$ cat src/rtl/hssaer_pkg.sv
// hssaer_pkg: symbol codes, sequencer state encoding and symbol classification for the HSSAER receive path
package hssaer_pkg;
  localparam logic [2:0] SYM_SYNC = 3'd4;
  localparam logic [2:0] SYM_INVALID = 3'b111;
  localparam logic [2:0] SYM_DATA_MAX = 3'd3;
  localparam logic [1:0] ST_HUNT = 2'd0;
  localparam logic [1:0] ST_IDLE = 2'd1;
  localparam logic [1:0] ST_DATA = 2'd2;
  localparam logic [1:0] ST_TERM = 2'd3;
  function automatic logic sym_bad(input logic [2:0] d, input logic e);
    return e || (d inside {3'd5, 3'd6, SYM_INVALID});
  endfunction
  function automatic logic sym_is_data(input logic [2:0] d, input logic e);
    return !e && d <= SYM_DATA_MAX;
  endfunction
  function automatic logic sym_is_sync(input logic [2:0] d, input logic e);
    return !e && d == SYM_SYNC;
  endfunction
endpackage

$ cat src/rtl/hssaer_rx_frame_seq_if.sv
// hssaer_rx_frame_seq_if: valid/ready event word channel from the sequencer to the HPU input path
//   evt_data  assembled event word (head of buffer)
//   evt_valid buffer non-empty
//   evt_ready consumer accepts head when evt_valid & evt_ready
interface hssaer_rx_frame_seq_if #(parameter int DATA_W = 32) ();
  logic [DATA_W-1:0] evt_data;
  logic evt_valid;
  logic evt_ready;
  modport master(output evt_data, output evt_valid, input evt_ready);
  modport slave(input evt_data, input evt_valid, output evt_ready);
endinterface

$ cat src/rtl/hssaer_evt_fifo2.sv
// hssaer_evt_fifo2: 2-entry valid/ready buffer with full flag for drop detection
//   clk, _rst   clock, async active-low reset
//   push, din   write request and word (ignored when full unless popping the same cycle)
//   ready       consumer ready; pop = valid & ready
//   dout, valid head word, non-empty
//   full        both entries occupied
module hssaer_evt_fifo2 #(
  parameter int DATA_W = 32
) (
  input  logic              clk,
  input  logic              _rst,
  input  logic              push,
  input  logic [DATA_W-1:0] din,
  input  logic              ready,
  output logic [DATA_W-1:0] dout,
  output logic              valid,
  output logic              full
);
  logic [DATA_W-1:0] mem [2];
  logic wp, rp, pop, wr;
  logic [1:0] cnt;
  assign valid = cnt != 2'd0;
  assign full = cnt[1];
  assign pop = valid & ready;
  // when full, wp == rp, so a same-cycle push overwrites the slot being popped
  assign wr = push & (~full | pop);
  assign dout = mem[rp];
  always_ff @(posedge clk or negedge _rst)
    if (!_rst) begin
      mem <= '{default: '0};
      wp <= 1'b0;
      rp <= 1'b0;
      cnt <= 2'd0;
    end else begin
      if (wr) mem[wp] <= din;
      wp <= wp ^ wr;
      rp <= rp ^ pop;
      cnt <= cnt + 2'(wr) - 2'(pop);
    end
endmodule

$ cat src/rtl/hssaer_rx_frame_seq.sv
// hssaer_rx_frame_seq: locks onto SYNC delimiters, assembles dibit frames into event words, counts errors/drops
//   clk, _rst            clock, async active-low reset
//   enable               0 forces HUNT
//   sym_d, sym_st, sym_err  decoded symbol stream
//   evt                  event word channel (master)
//   locked               state is IDLE/DATA/TERM
//   err_cnt, drop_cnt    saturating status counters; clr_cnt clears both
module hssaer_rx_frame_seq
  import hssaer_pkg::*;
#(
  parameter int DATA_W = 32,
  parameter int TIMEOUT = 255,
  parameter int CNT_W = 16
) (
  input  logic                 clk,
  input  logic                 _rst,
  input  logic                 enable,
  input  logic [2:0]           sym_d,
  input  logic                 sym_st,
  input  logic                 sym_err,
  hssaer_rx_frame_seq_if.master evt,
  output logic                 locked,
  output logic [CNT_W-1:0]     err_cnt,
  output logic [CNT_W-1:0]     drop_cnt,
  input  logic                 clr_cnt
);
  localparam logic [5:0] NSYM = 6'(DATA_W / 2);
  logic [1:0] st, st_n;
  logic [DATA_W-1:0] sh, sh_n;
  logic [5:0] idx, idx_n;
  logic [15:0] tcnt, tcnt_n;
  logic err_inc, push, full, drop_inc, bad, is_data, is_sync;
  assign bad = sym_bad(sym_d, sym_err);
  assign is_data = sym_is_data(sym_d, sym_err);
  assign is_sync = sym_is_sync(sym_d, sym_err);
  assign locked = st != ST_HUNT;
  assign drop_inc = push & full & ~(evt.evt_valid & evt.evt_ready);
  always_comb begin
    st_n = st;
    sh_n = sh;
    idx_n = idx;
    tcnt_n = '0;
    err_inc = 1'b0;
    push = 1'b0;
    if (!enable) st_n = ST_HUNT;
    else if (sym_st)
      case (st)
        ST_HUNT: st_n = is_sync ? ST_IDLE : ST_HUNT;
        ST_IDLE:
          if (is_data) begin
            sh_n = DATA_W'(sym_d[1:0]);
            idx_n = 6'd1;
            st_n = (NSYM == 6'd1) ? ST_TERM : ST_DATA;
          end else if (bad) begin
            err_inc = 1'b1;
            st_n = ST_HUNT;
          end
        ST_DATA:
          if (is_data) begin
            sh_n = (sh << 2) | DATA_W'(sym_d[1:0]);
            idx_n = idx + 6'd1;
            st_n = (idx_n == NSYM) ? ST_TERM : ST_DATA;
          end else begin
            err_inc = 1'b1;
            st_n = ST_HUNT;
          end
        default:
          if (is_sync) begin
            push = 1'b1;
            st_n = ST_IDLE;
          end else begin
            err_inc = 1'b1;
            st_n = ST_HUNT;
          end
      endcase
    else if (st == ST_DATA || st == ST_TERM) begin
      if (tcnt == 16'(TIMEOUT - 1)) begin
        err_inc = 1'b1;
        st_n = ST_HUNT;
      end else tcnt_n = tcnt + 16'd1;
    end
  end
  always_ff @(posedge clk or negedge _rst)
    if (!_rst) begin
      st <= ST_HUNT;
      sh <= '0;
      idx <= '0;
      tcnt <= '0;
      err_cnt <= '0;
      drop_cnt <= '0;
    end else begin
      st <= st_n;
      sh <= sh_n;
      idx <= idx_n;
      tcnt <= tcnt_n;
      err_cnt <= clr_cnt ? '0 : (err_inc && !(&err_cnt)) ? err_cnt + 1'b1 : err_cnt;
      drop_cnt <= clr_cnt ? '0 : (drop_inc && !(&drop_cnt)) ? drop_cnt + 1'b1 : drop_cnt;
    end
  hssaer_evt_fifo2 #(.DATA_W(DATA_W)) u_fifo (
    .clk  (clk),
    ._rst (_rst),
    .push (push),
    .din  (sh),
    .ready(evt.evt_ready),
    .dout (evt.evt_data),
    .valid(evt.evt_valid),
    .full (full)
  );
endmodule

$ cat src/flat_wrapper.sv
// flat-port wrapper written by rule: the top's interface ports become plain ports
module hssaer_rx_frame_seq_flat import hssaer_pkg::*;
#(
  parameter int DATA_W = 32,
  parameter int TIMEOUT = 255,
  parameter int CNT_W = 16
)
  (clk, _rst, enable, sym_d, sym_st, sym_err, locked, err_cnt, drop_cnt, clr_cnt, evt_evt_data, evt_evt_valid, evt_evt_ready);
  hssaer_rx_frame_seq_if #(.DATA_W(DATA_W)) evt_i ();
  input  logic clk;
  input  logic _rst;
  input  logic enable;
  input  logic [2:0] sym_d;
  input  logic sym_st;
  input  logic sym_err;
  output logic locked;
  output logic [CNT_W-1:0] err_cnt;
  output logic [CNT_W-1:0] drop_cnt;
  input  logic clr_cnt;
  output wire logic [$bits(evt_i.evt_data)-1:0] evt_evt_data;
  output wire logic [$bits(evt_i.evt_valid)-1:0] evt_evt_valid;
  input wire logic [$bits(evt_i.evt_ready)-1:0] evt_evt_ready;
  assign evt_evt_data = evt_i.evt_data;
  assign evt_evt_valid = evt_i.evt_valid;
  assign evt_i.evt_ready = evt_evt_ready;
  hssaer_rx_frame_seq #(.DATA_W(DATA_W), .TIMEOUT(TIMEOUT), .CNT_W(CNT_W)) u_core (.clk(clk), ._rst(_rst), .enable(enable), .sym_d(sym_d), .sym_st(sym_st), .sym_err(sym_err), .evt(evt_i), .locked(locked), .err_cnt(err_cnt), .drop_cnt(drop_cnt), .clr_cnt(clr_cnt));
endmodule
$ cat config.mk
export PLATFORM = sky130hd
export DESIGN_NAME = hssaer_rx_frame_seq_flat
export DESIGN_NICKNAME = d
export VERILOG_FILES = /design/src/rtl/hssaer_pkg.sv /design/src/rtl/hssaer_rx_frame_seq_if.sv /design/src/rtl/hssaer_evt_fifo2.sv /design/src/rtl/hssaer_rx_frame_seq.sv /design/src/flat_wrapper.sv
export SDC_FILE = /design/constraint.sdc
export NUM_CORES = 1
export LEC_CHECK = 0
export ABC_AREA = 1
export BUFFER_PORTS_ARGS = -buffer_cell sky130_fd_sc_hd__buf_4
export CORE_MARGIN = 2
export CORE_UTILIZATION = 50
export CTS_BUF_LIST = sky130_fd_sc_hd__clkbuf_8 sky130_fd_sc_hd__clkbuf_16
export DETAILED_ROUTE_END_ITERATION = 6
export GPL_ROUTABILITY_DRIVEN = 1
export PLACE_DENSITY = 0.72
export SLEW_MARGIN = 10
export SYNTH_ARGS = -nofsm -noshare
export SYNTH_HDL_FRONTEND = slang
export SYNTH_SLANG_ARGS = --single-unit
$ cat constraint.sdc
create_clock -name clk -period 1.83 [get_ports clk]
set_input_delay 0.183 -clock clk [delete_from_list [all_inputs] [get_ports clk]]
set_output_delay 0.183 -clock clk [all_outputs]
set_load 0.01 [all_outputs]
# Yosys cells after proc, flatten, opt, wreduce, memory -nomap -nowiden
# Index checks and enable logic that the tools add are counted.
[totals]
ff_bits = 156
input_bits = 10
output_inout_bits = 66
elab_cells = 112
[classes]
add_sub_neg = 6
n_lt_le_gt_ge = 4
eq_ne = 14
muxes = 43
bitwise = 12
reduce_logical = 22
[op_table]
columns = ["operator", "count"]
rows = [
  ["2-to-1 mux 32 bit", 6],
  ["2-to-1 mux 16 bit", 8],
  ["bitwise mux 64 bit", 1],
  ["case mux 32 bit (2 select lines)", 1],
  ["adder 16 x 1 -> 16 bit, second input constant", 3],
  ["demux 32 bit (select 1 bit)", 1],
  ["bitwise OR 32 x 2 -> 32 bit", 1],
  ["AND reduction 16 bit", 2],
  ["equality test 16 x 8 -> 1 bit, second input constant", 1],
  ["2-to-1 mux 1 bit", 14],
  ["2-to-1 mux 2 bit", 7],
  ["equality test 3 bit, second input constant", 4],
  ["2-to-1 mux 6 bit", 2],
  ["case mux 6 bit (2 select lines)", 1],
  ["nonzero test 2 bit", 5],
  ["adder 6 x 1 -> 6 bit, second input constant", 1],
  ["equality test 6 x 5 -> 1 bit, second input constant", 1],
  ["!= test 3 x 1 -> 1 bit, second input constant", 2],
  ["logical AND 1 bit", 5],
  ["!= test 5 x 3 -> 1 bit, second input constant", 1],
  ["AND reduction 5 bit", 1],
  ["bitwise AND 1 bit", 4],
  ["equality test 2 bit, second input constant", 2],
  ["greater-or-equal comparator 2 bit, second input constant", 2],
  ["18 further kinds", 25],
]

# Logic depth before layout (Yosys ltp)
# Gate-level depths: netlist (run 1).
[depth]
depth_word = 11
mapped_depth = 12
mapped_depth_nobuf = 11

# By module
# From an unflattened synthesis (run 1), not the netlist that was laid out.
[hier_totals]
hier_cells = 988
area_unflattened_um2 = 8141.6
[modules_own_cells]
columns = ["mod", "n_inst", "cells_each", "area_each_um2", "seq_area_each_um2"]
rows = [
  ["hssaer_rx_frame_seq", 1, 606, 4999.8, 2202.1],
  ["hssaer_evt_fifo2", 1, 382, 3141.8, 1701.6],
]

# Worst setup path after synthesis (run 1)
# OpenSTA, ideal clock, no wires.
[synth_path]
path_type = "register to register"
start = "register u_core.st[0]"
end = "register u_core.u_fifo.mem[22] (netlist bit)"
setup_time_ns = 0.078
arrival_time_ns = 1.787
required_time_ns = 1.752
setup_slack_ns = -0.035
stages_incl_launch_ff = 9
path_buffers = 2
period_less_slack_ns = 1.865
cell_sequence = "dfrtp_1 ha_1 nand2_1 nor3_1 ha_1 clkbuf_1 clkbuf_1 nor2_1 a21oi_1"
[synth_between]
elab_chain_len = 6
word_cells_on_any_way = 8
classes_between = "eq/ne (2); mux (3); bitwise (1); reduce/logical (2)"
[synth_rtl]
columns = ["item", "line_no", "rtl"]
rows = [
  ["start: declaration", "hssaer_rx_frame_seq.sv:28", "logic [1:0] st, st_n;"],
  ["start signal: assignment", "hssaer_rx_frame_seq.sv:92", "st <= st_n;"],
  ["equality test 2 x 1 -> 1 bit, or another cell as far along", "hssaer_rx_frame_seq.sv:47", "case (st)"],
  ["OR reduction 3 bit (no line) *", "-", ""],
  ["2-to-1 mux 1 bit *", "hssaer_rx_frame_seq.sv:47", ""],
  ["2-to-1 mux 1 bit *", "hssaer_rx_frame_seq.sv:46", "else if (sym_st)"],
  ["2-to-1 mux 1 bit *", "hssaer_rx_frame_seq.sv:45", "if (!enable) st_n = ST_HUNT;"],
  ["bitwise AND 1 bit *", "hssaer_evt_fifo2.sv:26", "assign wr = push & (~full | pop);"],
  ["end signal: indexed assignment", "hssaer_evt_fifo2.sv:35", "if (wr) mem[wp] <= din;"],
  ["end: declaration", "hssaer_evt_fifo2.sv:19", "logic [DATA_W-1:0] mem [2];"],
]
# Mark *: on every way between the ends. The rest lies on a longest branch, timed or not.
# A chain may end at the register's enable or synchronous reset.

# Final worst setup path (run 1)
[layout_path]
start = "register u_core.u_fifo.rp"
end = "output port evt_evt_data[0]"
[layout_between]
elab_chain_len = 4
[layout_rtl]
columns = ["item", "line_no", "rtl"]
rows = [
  ["start: declaration", "hssaer_evt_fifo2.sv:20", "logic wp, rp, pop, wr;"],
  ["start signal: assignment", "hssaer_evt_fifo2.sv:37", "rp <= rp ^ pop;"],
  ["NOT 1 -> 2 bit (not written as such)", "hssaer_evt_fifo2.sv:27", "assign dout = mem[rp];"],
  ["2-to-1 mux 32 bit (not written as such) (3 in series)", "hssaer_evt_fifo2.sv:27", ""],
  ["end: declaration", "flat_wrapper.sv:20", "output wire logic [$bits(evt_i.evt_data)-1:0] evt_evt_data;"],
]
# No other way between the ends. The select of a mux whose other input is x is not followed.

==> results of run 1 <==
==> power by group through the flow <==
stage	combinational (mW)	clock, mW	sequential (mW)
after floorplan	1.01	0	3.87
after global placement	1.86	0	3.93
after detailed placement	1.89	0	3.94
after CTS	1.90	3.65	3.89
after global routing	2.19	3.80	3.92
final	2.00	3.59	3.89
==> state kept, by name, indices dropped and copies added (netlist names) <==
name,flops
u_core.u_fifo.wp,1
u_core.err_cnt,16
u_core.tcnt,16
u_core.st,2
u_core.u_fifo.cnt,2
u_core.drop_cnt,16
u_core.idx,6
u_core.u_fifo.mem,64
u_core.u_fifo.rp,1
u_core.sh,32
==> worst max-delay path by stage <==
stage                             to  slack [ns]
4_1_cts         u_core.u_fifo.mem[6]        0.02
2_1_floorplan  u_core.u_fifo.mem[22]       -0.02
6_report             evt_evt_data[0]        0.05
3_3_place_gp         u_core.tcnt[13]        0.06
3_5_place_dp   u_core.u_fifo.mem[28]       0.001
5_1_grt            u_core.err_cnt[2]       -0.06
==> kinds of logic (layout without fill, tap and decap cells) <==
group / after synthesis / after routing / share of synthesized area (%)
simple gates: 408 / 410 / 23.6
xor+xnor: 20 / 20 / 2.30
buf+inv: 165 / 279 / 8.65
flops: 156 / 156 / 51.2
compound gates: 167 / 167 / 11.8
fa+ha+maj: 15 / 15 / 2.46
==> cells in the mapped netlist (4+ instances only) <==
| library cell | number |
|---|---|
| inv_1 | 125 |
| nor3_1 | 9 |
| o21ai_0 | 79 |
| a21oi_1 | 45 |
| xor2_1 | 16 |
| o22ai_1 | 31 |
| nand3_1 | 52 |
| nor2_1 | 99 |
| ha_1 | 15 |
| clkbuf_1 | 22 |
| buf_2 | 11 |
| dfrtp_1 | 156 |
| nand4_1 | 28 |
| nand2_1 | 199 |
| xnor2_1 | 4 |
==> per-layer routing <==
metal / GRT usage, % / vias up / share of wire [%] / wire (um)
met5: 0 / - / 0 / 0
met4: 7.56 / 0 / 1.5 / 260
met3: 3.77 / 21 / 3.1 / 547
met2: 36.3 / 107 / 49 / 8600
met1: 28.4 / 3088 / 46 / 8140
li1: - / 3223 / - / -
==> worst max-delay path, delay by kind of cell (launching register included) <==
family	cells	cell delay, ns
buffers and inverters	2	0.38
DFF	1	0.50
AOI/OAI and AO/OA	1	0.28
==> area by class of cell <==
cell class	instances	area, sq um
clock buffers	17	425
repair buffers	121	1140
well taps	188	235
clock inverters	15	174
multi-input cells	612	3140
inverters	126	473
fillers	1287	5540
flip-flops and latches	156	3910
==> layout by cell type (no fill, tap or decap), drive strengths merged <==
master and count:
a21boi 1, a21oi 45, a22o 2, a31oi 2, buf 117, bufinv 3, clkbuf 20, clkinv 6
clkinvlp 2, dfrtp 156, dlygate4sd3 1, ha 15, inv 130, nand2 202, nand2b 1, nand3 54
nand3b 3, nand4 28, nor2 105, nor3 11, nor3b 3, nor4 1, o211ai 1, o21a 1
o21ai 82, o21bai 2, o22ai 31, or2 2, xnor2 4, xor2 16
==> what timing repair did <==
item                                    in CTS  in global routing
hold endpoints to repair                    44                  0
gates cloned                                 0                  5
hold buffers                                 1                  0
pin swaps                                    0                 14
setup buffers                                0                  9
resized for setup                            2                 18
endpoints found under the setup margin      35                116
==> out/qor.yml, run 1 <==
logic_synthesis:
  ys_ff_latch: 156
  synth-edff-count: 0
  netlist.area_leader.share_pct: 51.2
  syn_area_sq_um: 7620
  ys_seq_area_share_pct: 51.2
  synth.distinct_cells: 40
  syn_nets: 956
  async_flop_share_pct: 100
  yosysWarnings: 0
  synth_flop_cell: "dfrtp_1"
  netlist_instances: 931
  yosysTopAreaCell: "dfrtp_1"
  syn_avg_cell_area_sq_um: 8.18
  synthTopCellsByArea: "dfrtp_1 (51%), nand2_1 (9.8%), inv_1 (6.2%), o21ai_0 (5.2%), nor2_1 (4.9%)"
detailed_routing:
  drt_iter0_drc: 446
  first_pass_iters: 4
  viasPerCell: 5.21
  num_vias: 6439
  remaining_drc_errors: 0
  ant_nets: 0
  wl_mm: 17.5
  detail_route.wl_per_cell_um: 14.2
run_status:
  outcome: "finished, final reports clean"
global_route:
  grt_pass1_vias: 6158
  grt_max_degree: 55
  grt.total_usage_pct: 21.6
  grt_pass1_wl_mm: 28.4
  grt_overflow: 0
  antenna_found_initial: 0
placement:
  hpwl_mm: 10.9
  place_area_sq_um: 8640
  pre_cts_ws_ns: 0.00131
  gp_congestion: 0.843
  dpl.cell_count: 1188
  io_buffers: 75
power_and_ir_drop:
  p_int_mw: 6.77
  powerDensity_nw_per_um2: 999
  power_mw: 9.48
  clock_power_share_pct: 37.9
  switchingPower_mw: 2.72
  pwr-share-seq_pct: 41.0
  power_switching_share_pct: 28.6
  vdd_ir_drop_max_uv: 722
  p_leak_nw: 4.64
  pwr-share-comb_pct: 21.1
setup_path:
  crit_arrival_ns: 1.60
  r2r_slack_ns: 0.06
  path_max_fanout: 27
  cpPeakStageDelay_ns: 0.50
  crit_type: "reg2out"
  end_kind: "output pin"
  path_cells: "buf_12 -> o21ai_0 -> buf_4"
  critPathLaunch: "u_core.u_fifo.rp"
  slowest_stage: "dfrtp_2"
  startpoint_type: "register"
  reg2reg_from: "u_core.st[1]"
  reg2reg_depth: 8
  cp.required_ns: 1.65
  r2r_end: "u_core.err_cnt[14]"
layout:
  design_area_sq_um: 9490
  final_util_pct: 63.1
  n_antenna_cell: 0
  area_delta_synth_final_pct: 24.6
  layout-drive-gt1-share_pct: 17.2
  fin_nets: 1059
  finalNonFillerCells: 1235
clocking:
  insertion_delay_ns: 0.43
  clk_pin_slew_ns: 0.06
  cts.sinks: 156
  cts_root_buffer: "clkbuf_16"
  cts-buffers-inserted: 17
  htree_levels: 4
  clockBufferDepth: 2
  tritoncts: "done"
worst_hold_path:
  min_path_cells: 3
  hold_end: "u_core.sh[1]"
  min-delay-start: "sym_d[1]"
  worstHoldPathType: "in2reg"
timing:
  min_period_ns: 1.78
  period_share_pct: 97.2
  rsz0062_at_grt: "true"
  setup_viol: 0
  hold_viol: 0
  tightest_slew_ns: 0.500
  slew_viol_final: 0
  fin_skew_ns: 0.00880
  relSlewSlack_pct: 66.6
  hold_ws_ns: 0.00467
  tns_ns: 0
  max_freq_ghz: 0.562
  fin_ws_ns: 0.0508
run:
  cap_violations: 0
floorplanning:
  die-width_um: 127
  io_pins: 76
  rows: 45
  dieArea_sq_um: 16200
  core_sq_um: 15000
  start_util_pct: 50.7
  die_y_um: 127
Power figures use the tool's default switching activity.
==> run 2: changes to the inputs <==
Settings changed: PLACE_DENSITY 0.72 to 0.73.
==> out/qor.yml, run 2 (synthesis gave the netlist of run 1 again) <==
timing:
  hold_viol: 0  # unchanged
  fin_ws_ns: 0.109  # was 0.0508 ns
  slew_viol_final: 0  # unchanged
  period_share_pct: 94.0  # was 97.2%
  fin_skew_ns: 0.00782  # was 0.00880 ns
  max_freq_ghz: 0.581  # was 0.562 GHz
  tightest_slew_ns: 0.485  # was 0.500 ns
  min_period_ns: 1.72  # was 1.78 ns
  relSlewSlack_pct: 67.6  # was 66.6%
  tns_ns: 0  # unchanged
  setup_viol: 0  # unchanged
setup_path:
  path_max_fanout: 8  # was 27
  path_cells: "dlygate4sd3_1 -> buf_4 -> nor2_2 -> nand3_1 -> nor3_2 -> buf_4 -> ha_4 -> buf_4 -> nor2_1 -> a21oi_1"  # was buf_12 -> o21ai_0 -> buf_4
  r2r_slack_ns: 0.12  # was 0.06 ns
  slowest_stage: "dlygate4sd3_1"  # was dfrtp_2
  cpPeakStageDelay_ns: 0.54  # was 0.50 ns
  crit_arrival_ns: 2.07  # was 1.60 ns
  reg2reg_from: "u_core.drop_cnt[1]"  # was u_core.st[1]
  crit_type: "in2reg"  # was reg2out
  startpoint_type: "input port"  # was register
  reg2reg_depth: 9  # was 8
  crit_top_cell: "buf_4"
  end_kind: "register"  # was output pin
  cp.required_ns: 2.18  # was 1.65 ns
  r2r_end: "u_core.drop_cnt[10]"  # was u_core.err_cnt[14]
placement:
  io_buffers: 75  # unchanged
  hpwl_mm: 10.8  # was 10.9 mm
  pre_cts_ws_ns: 0.0218  # was 0.00131 ns
  gp_congestion: 0.823  # was 0.843
power_and_ir_drop:
  vdd_ir_drop_max_uv: 742  # was 722 uV
  powerDensity_nw_per_um2: 994  # was 999 nW/um^2
  p_leak_nw: 4.55  # was 4.64 nW
layout:
  largest_reg_flops: 64  # unchanged
  layout_top_registers: "u_core.u_fifo.mem (64), u_core.sh (32)"  # unchanged
  register_area_sq_um: 3910  # about the same
  layout-drive-gt1-share_pct: 16.2  # was 17.2%
  final_common_cell: "nand2_1"  # unchanged
  fin_nets: 1048  # was 1059
  final.fill_count: 1291  # was 1287
  n_antenna_cell: 0  # unchanged
  final_cell_mix: "nand2_1 (196), dfrtp_1 (155), inv_1 (124)"  # was nand2_1 (198), dfrtp_1 (153), inv_1 (126)
  max_flop_register: "u_core.u_fifo.mem"  # unchanged
  multi_input_area_sq_um: 3130  # was 3140 sq um
  area_delta_synth_final_pct: 21.9  # was 24.6%
worst_hold_path:
  hold_end: "u_core.sh[0]"  # was u_core.sh[1]
  worstHoldPathType: "in2reg"  # unchanged
  min_path_cells: 3  # unchanged
  min-delay-start: "sym_d[0]"  # was sym_d[1]
run_status:
  outcome: "finished, final reports clean"  # unchanged
floorplanning:
  io_pins: 76  # unchanged
  core_sq_um: 15000  # unchanged
  rows: 45  # unchanged
  start_util_pct: 50.7  # unchanged
  dieArea_sq_um: 16200  # unchanged
  die_y_um: 127  # unchanged
  die-width_um: 127  # unchanged
detailed_routing:
  first_pass_iters: 5  # was 4
  wl_mm: 16.6  # was 17.5 mm
  remaining_drc_errors: 0  # unchanged
  ant_nets: 0  # unchanged
  drt_iter0_drc: 399  # was 446
  detail_route.wl_per_cell_um: 13.6  # was 14.2 um
  viasPerCell: 5.20  # was 5.21
  num_vias: 6359  # was 6439
global_route:
  grt_pass1_wl_mm: 28.0  # was 28.4 mm
  grt_max_degree: 58  # was 55
  grt.total_usage_pct: 21.2  # was 21.6%
  antenna_found_initial: 0  # unchanged
  grt_pass1_vias: 6022  # was 6158
  grt_overflow: 0  # unchanged
clocking:
  clk_pin_slew_ns: 0.07  # was 0.06 ns
  cts.sinks: 156  # unchanged
  cts_root_buffer: "clkbuf_16"  # unchanged
  clockBufferDepth: 2  # unchanged
  htree_levels: 4  # unchanged
  tritoncts: "done"  # unchanged
  cts-buffers-inserted: 17  # unchanged
  insertion_delay_ns: 0.43  # about the same
run:
  cap_violations: 0  # unchanged
[run 2: cell count changes in the layout (fill, tap and decap cells not counted), sizes merged]
cell         previous run  this run
inv                   130       134
bufinv                  3         1
dlygate4sd3             1         2
clkinv                  6         4
clkbuf                 20        18
nand2                 202       201
buf                   117       108
[run 2: worst max path at each step]
stage	startpoint	endpoint	slack, ns	depth (start not counted)
global route	sym_d[1]	u_core.u_fifo.mem[3]	-0.007	10
detailed placement	u_core.st[1]	u_core.sh[5]	0.02	9
finish	sym_d[1]	u_core.u_fifo.mem[4]	0.11	10
floorplan	u_core.st[0]	u_core.u_fifo.mem[22]	-0.02	7
CTS	u_core.st[0]	u_core.sh[5]	0.004	9
global placement	u_core.st[1]	u_core.u_fifo.mem[15]	0.1	8
[run 2: final cells by class]
cell class	count	share of cell area (%)
multi-input cells	611	33.7
repair buffers	111	10.5
clock inverters	15	1.64
inverters	126	5.09
well taps	188	2.53
clock buffers	17	4.58
flip-flops and latches	156	42.0
[run 2: critical path, delay by kind of cell]
kind                       cells  cell delay [ns]
buffers and inverters          4             1.02
and+or+nand+nor                4             0.55
adders and majority gates      1             0.19
AOI/OAI and AO/OA              1             0.13
[run 2: timing repair]
item / 4_1_cts / 5_1_grt
hold buffers: 2 / 0
buffers inserted: 1 / 4
resized for setup: 0 / 19
hold endpoints to repair: 41 / 0
pin swaps: 0 / 5
cloned: 0 / 2
setup endpoints to repair: 1 / 145
[run 2: routing by layer]
layer / routed length [um] / global-route usage, % / vias to the layer above / share of wire (%)
li1: - / - / 3212 / -
met1: 7920 / 28.9 / 3017 / 48
met2: 7850 / 34.0 / 111 / 47
met3: 563 / 4.52 / 19 / 3.4
met4: 291 / 6.79 / 0 / 1.8
met5: 0 / 0 / - / 0
[run 2: where the power goes]
| part | internal, mW | switching [mW] | leakage [nW] |
|---|---|---|---|
| clock network | 1.92 | 1.54 | 0.282 |
| logic | 0.826 | 1.09 | 2.37 |
| registers | 3.71 | 0.153 | 1.89 |
| total | 6.45 | 2.78 | 4.55 |
[run 2: stage by stage]
step	utilization [%]	cells	instance area [sq um]	total power, mW	hold WS [ns]
floorplan	-	931	7620	4.88	-0.113
global placement	56.8	1183	8540	5.79	0.141
detailed placement	56.8	1183	8540	5.82	0.136
CTS	60.8	1218	9140	9.30	0.0402
global route	61.8	1224	9290	9.65	0.0541
finish	61.8	1224	9290	9.23	0.0432
==> run 3: changes to the inputs <==
Settings changed: ABC_AREA 1 to not set.
==> out/qor.yml, run 3 <==
placement:
  hpwl_mm: 10.3  # was 10.8 mm
  gp_congestion: 0.859  # was 0.823
  place_area_sq_um: 8840  # was 8540 sq um
  io_buffers: 75  # unchanged
setup_path:
  reg2reg_from: "u_core.tcnt[0]"  # was u_core.drop_cnt[1]
  cpPeakStageDelay_ns: 0.50  # was 0.54 ns
  startpoint_type: "register"  # was input port
  cp.required_ns: 2.17  # was 2.18 ns
  r2r_end: "u_core.err_cnt[14]"  # was u_core.drop_cnt[10]
  reg2reg_depth: 8  # was 9
  crit_arrival_ns: 2.61  # was 2.07 ns
  path_cells: "inv_1 -> ha_1 -> and4b_1 -> nand4_1 -> o41a_1 -> buf_12 -> or4_4 -> a21oi_1"  # was dlygate4sd3_1 -> buf_4 -> nor2_2 -> nand3_1 -> nor3_2 -> buf_4 -> ha_4 -> buf_4 -> nor2_1 -> a21oi_1
  crit_type: "reg2reg"  # was in2reg
  r2r_slack_ns: -0.44  # was 0.12 ns
  slowest_stage: "or4_4"  # was dlygate4sd3_1
  path_max_fanout: 14  # was 8
  end_kind: "register"  # unchanged
logic_synthesis:
  synthTopCellsByCount: "dfrtp_1 (156), mux2_2 (101), nor2_1 (37)"  # was nand2_1 (199), dfrtp_1 (156), inv_1 (125)
  ys_seq_area_share_pct: 53.9  # was 51.2%
  ys_ff_latch: 156  # unchanged
  synth-edff-count: 0  # unchanged
  netlist_instances: 611  # was 931
  synth.distinct_cells: 47  # was 40
  syn_avg_cell_area_sq_um: 11.8  # was 8.18 sq um
  async_flop_share_pct: 100  # unchanged
  syn_area_sq_um: 7240  # was 7620 sq um
  yosysWarnings: 0  # unchanged
  synthTopCellsByArea: "dfrtp_1 (54%), mux2_2 (16%), a22o_1 (4.0%), ha_1 (2.6%), xnor2_1 (2.3%)"  # was dfrtp_1 (51%), nand2_1 (9.8%), inv_1 (6.2%), o21ai_0 (5.2%), nor2_1 (4.9%)
  netlist.area_leader.share_pct: 53.9  # was 51.2%
  yosysTopAreaCell: "dfrtp_1"  # unchanged
  yosys.cell_count.top_type: "dfrtp_1"  # was nand2_1
  syn_nets: 636  # was 956
  synth_flop_cell: "dfrtp_1"  # unchanged
layout:
  n_antenna_cell: 0  # unchanged
  final_cell_mix: "dfrtp_1 (152), buf_4 (118), mux2_4 (93)"  # was nand2_1 (196), dfrtp_1 (155), inv_1 (124)
  layout-drive-gt1-share_pct: 48.6  # was 16.2%
  final_util_pct: 77.0  # was 61.8%
  layout_top_registers: "u_core.u_fifo.mem (64), u_core.sh (32)"  # unchanged
  max_flop_register: "u_core.u_fifo.mem"  # unchanged
  largest_reg_flops: 64  # unchanged
  final.fill_count: 784  # was 1291
  area_delta_synth_final_pct: 48.7  # was 21.9%
  final_common_cell: "dfrtp_1"  # was nand2_1
  fin_nets: 801  # was 1048
  design_area_sq_um: 10800  # was 9290 sq um
detailed_routing:
  num_vias: 5798  # was 6359
  drt_iter0_drc: 504  # was 399
  viasPerCell: 6.00  # was 5.20
  first_pass_iters: 5  # unchanged
  detail_route.wl_per_cell_um: 22.4  # was 13.6 um
  ant_nets: 0  # unchanged
  remaining_drc_errors: 0  # unchanged
  wl_mm: 21.6  # was 16.6 mm
timing:
  rsz0062_at_grt: "true"
  setup_viol: 116  # was 0
  hold_ws_ns: 0.0560  # was 0.0432 ns
  fin_ws_ns: -0.440  # was 0.109 ns
  hold_viol: 0  # unchanged
  min_period_ns: 2.27  # was 1.72 ns
  max_freq_ghz: 0.440  # was 0.581 GHz
  relSlewSlack_pct: 59.1  # was 67.6%
  period_share_pct: 124  # was 94.0%
  tightest_slew_ns: 0.610  # was 0.485 ns
  slew_viol_final: 0  # unchanged
  fin_skew_ns: 0.00862  # was 0.00782 ns
floorplanning:
  die-width_um: 124  # was 127 um
  dieArea_sq_um: 15500  # was 16200 sq um
  start_util_pct: 51.7  # was 50.7%
  io_pins: 76  # unchanged
  die_y_um: 124  # was 127 um
  rows: 43  # was 45
  core_sq_um: 14000  # was 15000 sq um
global_route:
  grt_pass1_vias: 5845  # was 6022
  grt_pass1_wl_mm: 30.4  # was 28.0 mm
  antenna_found_initial: 0  # unchanged
  grt_overflow: 0  # unchanged
  grt.total_usage_pct: 24.4  # was 21.2%
  grt_max_degree: 54  # was 58
clocking:
  htree_levels: 4  # unchanged
  clockBufferDepth: 2  # unchanged
  cts-buffers-inserted: 17  # unchanged
  tritoncts: "done"  # unchanged
  cts_root_buffer: "clkbuf_16"  # unchanged
  insertion_delay_ns: 0.43  # about the same
  cts.sinks: 156  # unchanged
  clk_pin_slew_ns: 0.06  # was 0.07 ns
run_status:
  violations: "setup timing"
  outcome: "complete, but fails checks"  # was finished, final reports clean
worst_hold_path:
  min_path_cells: 2  # was 3
  worstHoldPathType: "in2reg"  # unchanged
  min-delay-start: "sym_d[1]"  # was sym_d[0]
  hold_end: "u_core.sh[1]"  # was u_core.sh[0]
run:
  cap_violations: 0  # unchanged
power_and_ir_drop:
  p_leak_nw: 4.97  # was 4.55 nW
  vdd_ir_drop_max_uv: 613  # was 742 uV
  powerDensity_nw_per_um2: 753  # was 994 nW/um^2
[run 3: cell types whose count changed after synthesis, moves of 9 or more]
| cell | change |
|---|---|
| a21oi_1 | -27 |
| a22o_1 | +31 |
| and3_1 | +9 |
| buf_2 | -10 |
| inv_1 | -109 |
| mux2_2 | +101 |
| nand2_1 | -174 |
| nand3_1 | -33 |
| nand4_1 | -21 |
| nor2_1 | -62 |
| o21ai_0 | -59 |
| o22ai_1 | -29 |
| or3_1 | +10 |
| xnor2_1 | +15 |
[run 3: layer usage]
layer / up-vias / GRT usage (%) / wire length [um]
met5: - / 0 / 0
met4: 0 / 6.01 / 530
met3: 45 / 5.67 / 879
met2: 195 / 41.7 / 11500
met1: 3020 / 31.5 / 8700
li1: 2538 / - / -
[run 3: metrics by stage]
| stage | std cells | power (mW) | TNS (ns) | worst slack [ns] |
|---|---|---|---|---|
| 2_1_floorplan | 611 | 3.93 | -4.64 | -0.184 |
| 3_3_place_gp | 900 | 4.19 | -17.62 | -0.311 |
| 3_5_place_dp | 900 | 4.21 | -23.67 | -0.360 |
| 4_1_cts | 950 | 7.74 | -23.42 | -0.361 |
| 5_1_grt | 966 | 8.32 | -33.06 | -0.525 |
| 6_report | 966 | 8.11 | -24.22 | -0.440 |
[run 3: cell type report]
class                      count  area, sq um  share of cell area [%]
multi-input combinational    402         4000                    37.2
sequential                   156         3910                    36.3
clock buffer                  18          439                    4.08
inverter                      16         60.1                   0.558
tap                          180          225                    2.09
clock inverter                11          146                    1.36
timing repair buffer         183         1990                    18.4
[run 3: logic make-up (layout without fill, tap and decap cells)]
kind of cell	Yosys count	count (layout)	synth area share, %
compound gates	98	98	9.58
fa+ha+maj	15	15	2.59
simple gates	155	155	11.3
xor+xnor	31	31	3.75
buf+inv	53	228	2.82
flops	156	156	53.9
mux	103	103	16.0
[run 3: how the worst max path moves through the flow]
| stage | start | end | slack (ns) |
|---|---|---|---|
| global placement | u_core.tcnt[0] | u_core.err_cnt[12] | -0.31 |
| global route | u_core.tcnt[0] | u_core.err_cnt[14] | -0.52 |
| finish | u_core.tcnt[0] | u_core.err_cnt[14] | -0.44 |
| floorplan | u_core.tcnt[0] | u_core.err_cnt[10] | -0.18 |
| CTS | u_core.tcnt[0] | u_core.err_cnt[10] | -0.36 |
| detailed placement | u_core.tcnt[0] | u_core.err_cnt[6] | -0.36 |
[run 3: report_power, final]
part | internal (mW) | switching (mW)
clock | 2.16 | 1.45
combinational | 0.436 | 0.482
sequential | 3.50 | 0.0759
total | 6.10 | 2.01
[run 3: what timing repair did]
item / in CTS / in global routing
setup buffers: 11 / 18
endpoints found under the setup margin: 148 / 177
pin swaps: 15 / 34
endpoints found under the hold margin: 50 / 0
gates resized for setup: 64 / 115
hold buffers: 1 / 0
cloned: 10 / 8
[run 3: critical path, delay by kind of cell, from the launching register on]
kind,cells,cell delay [ns]
DFF,1,0.40
and+or+nand+nor,3,0.84
adders and majority gates,1,0.13
AOI/OAI and AO/OA,2,0.57
buffers and inverters,2,0.26
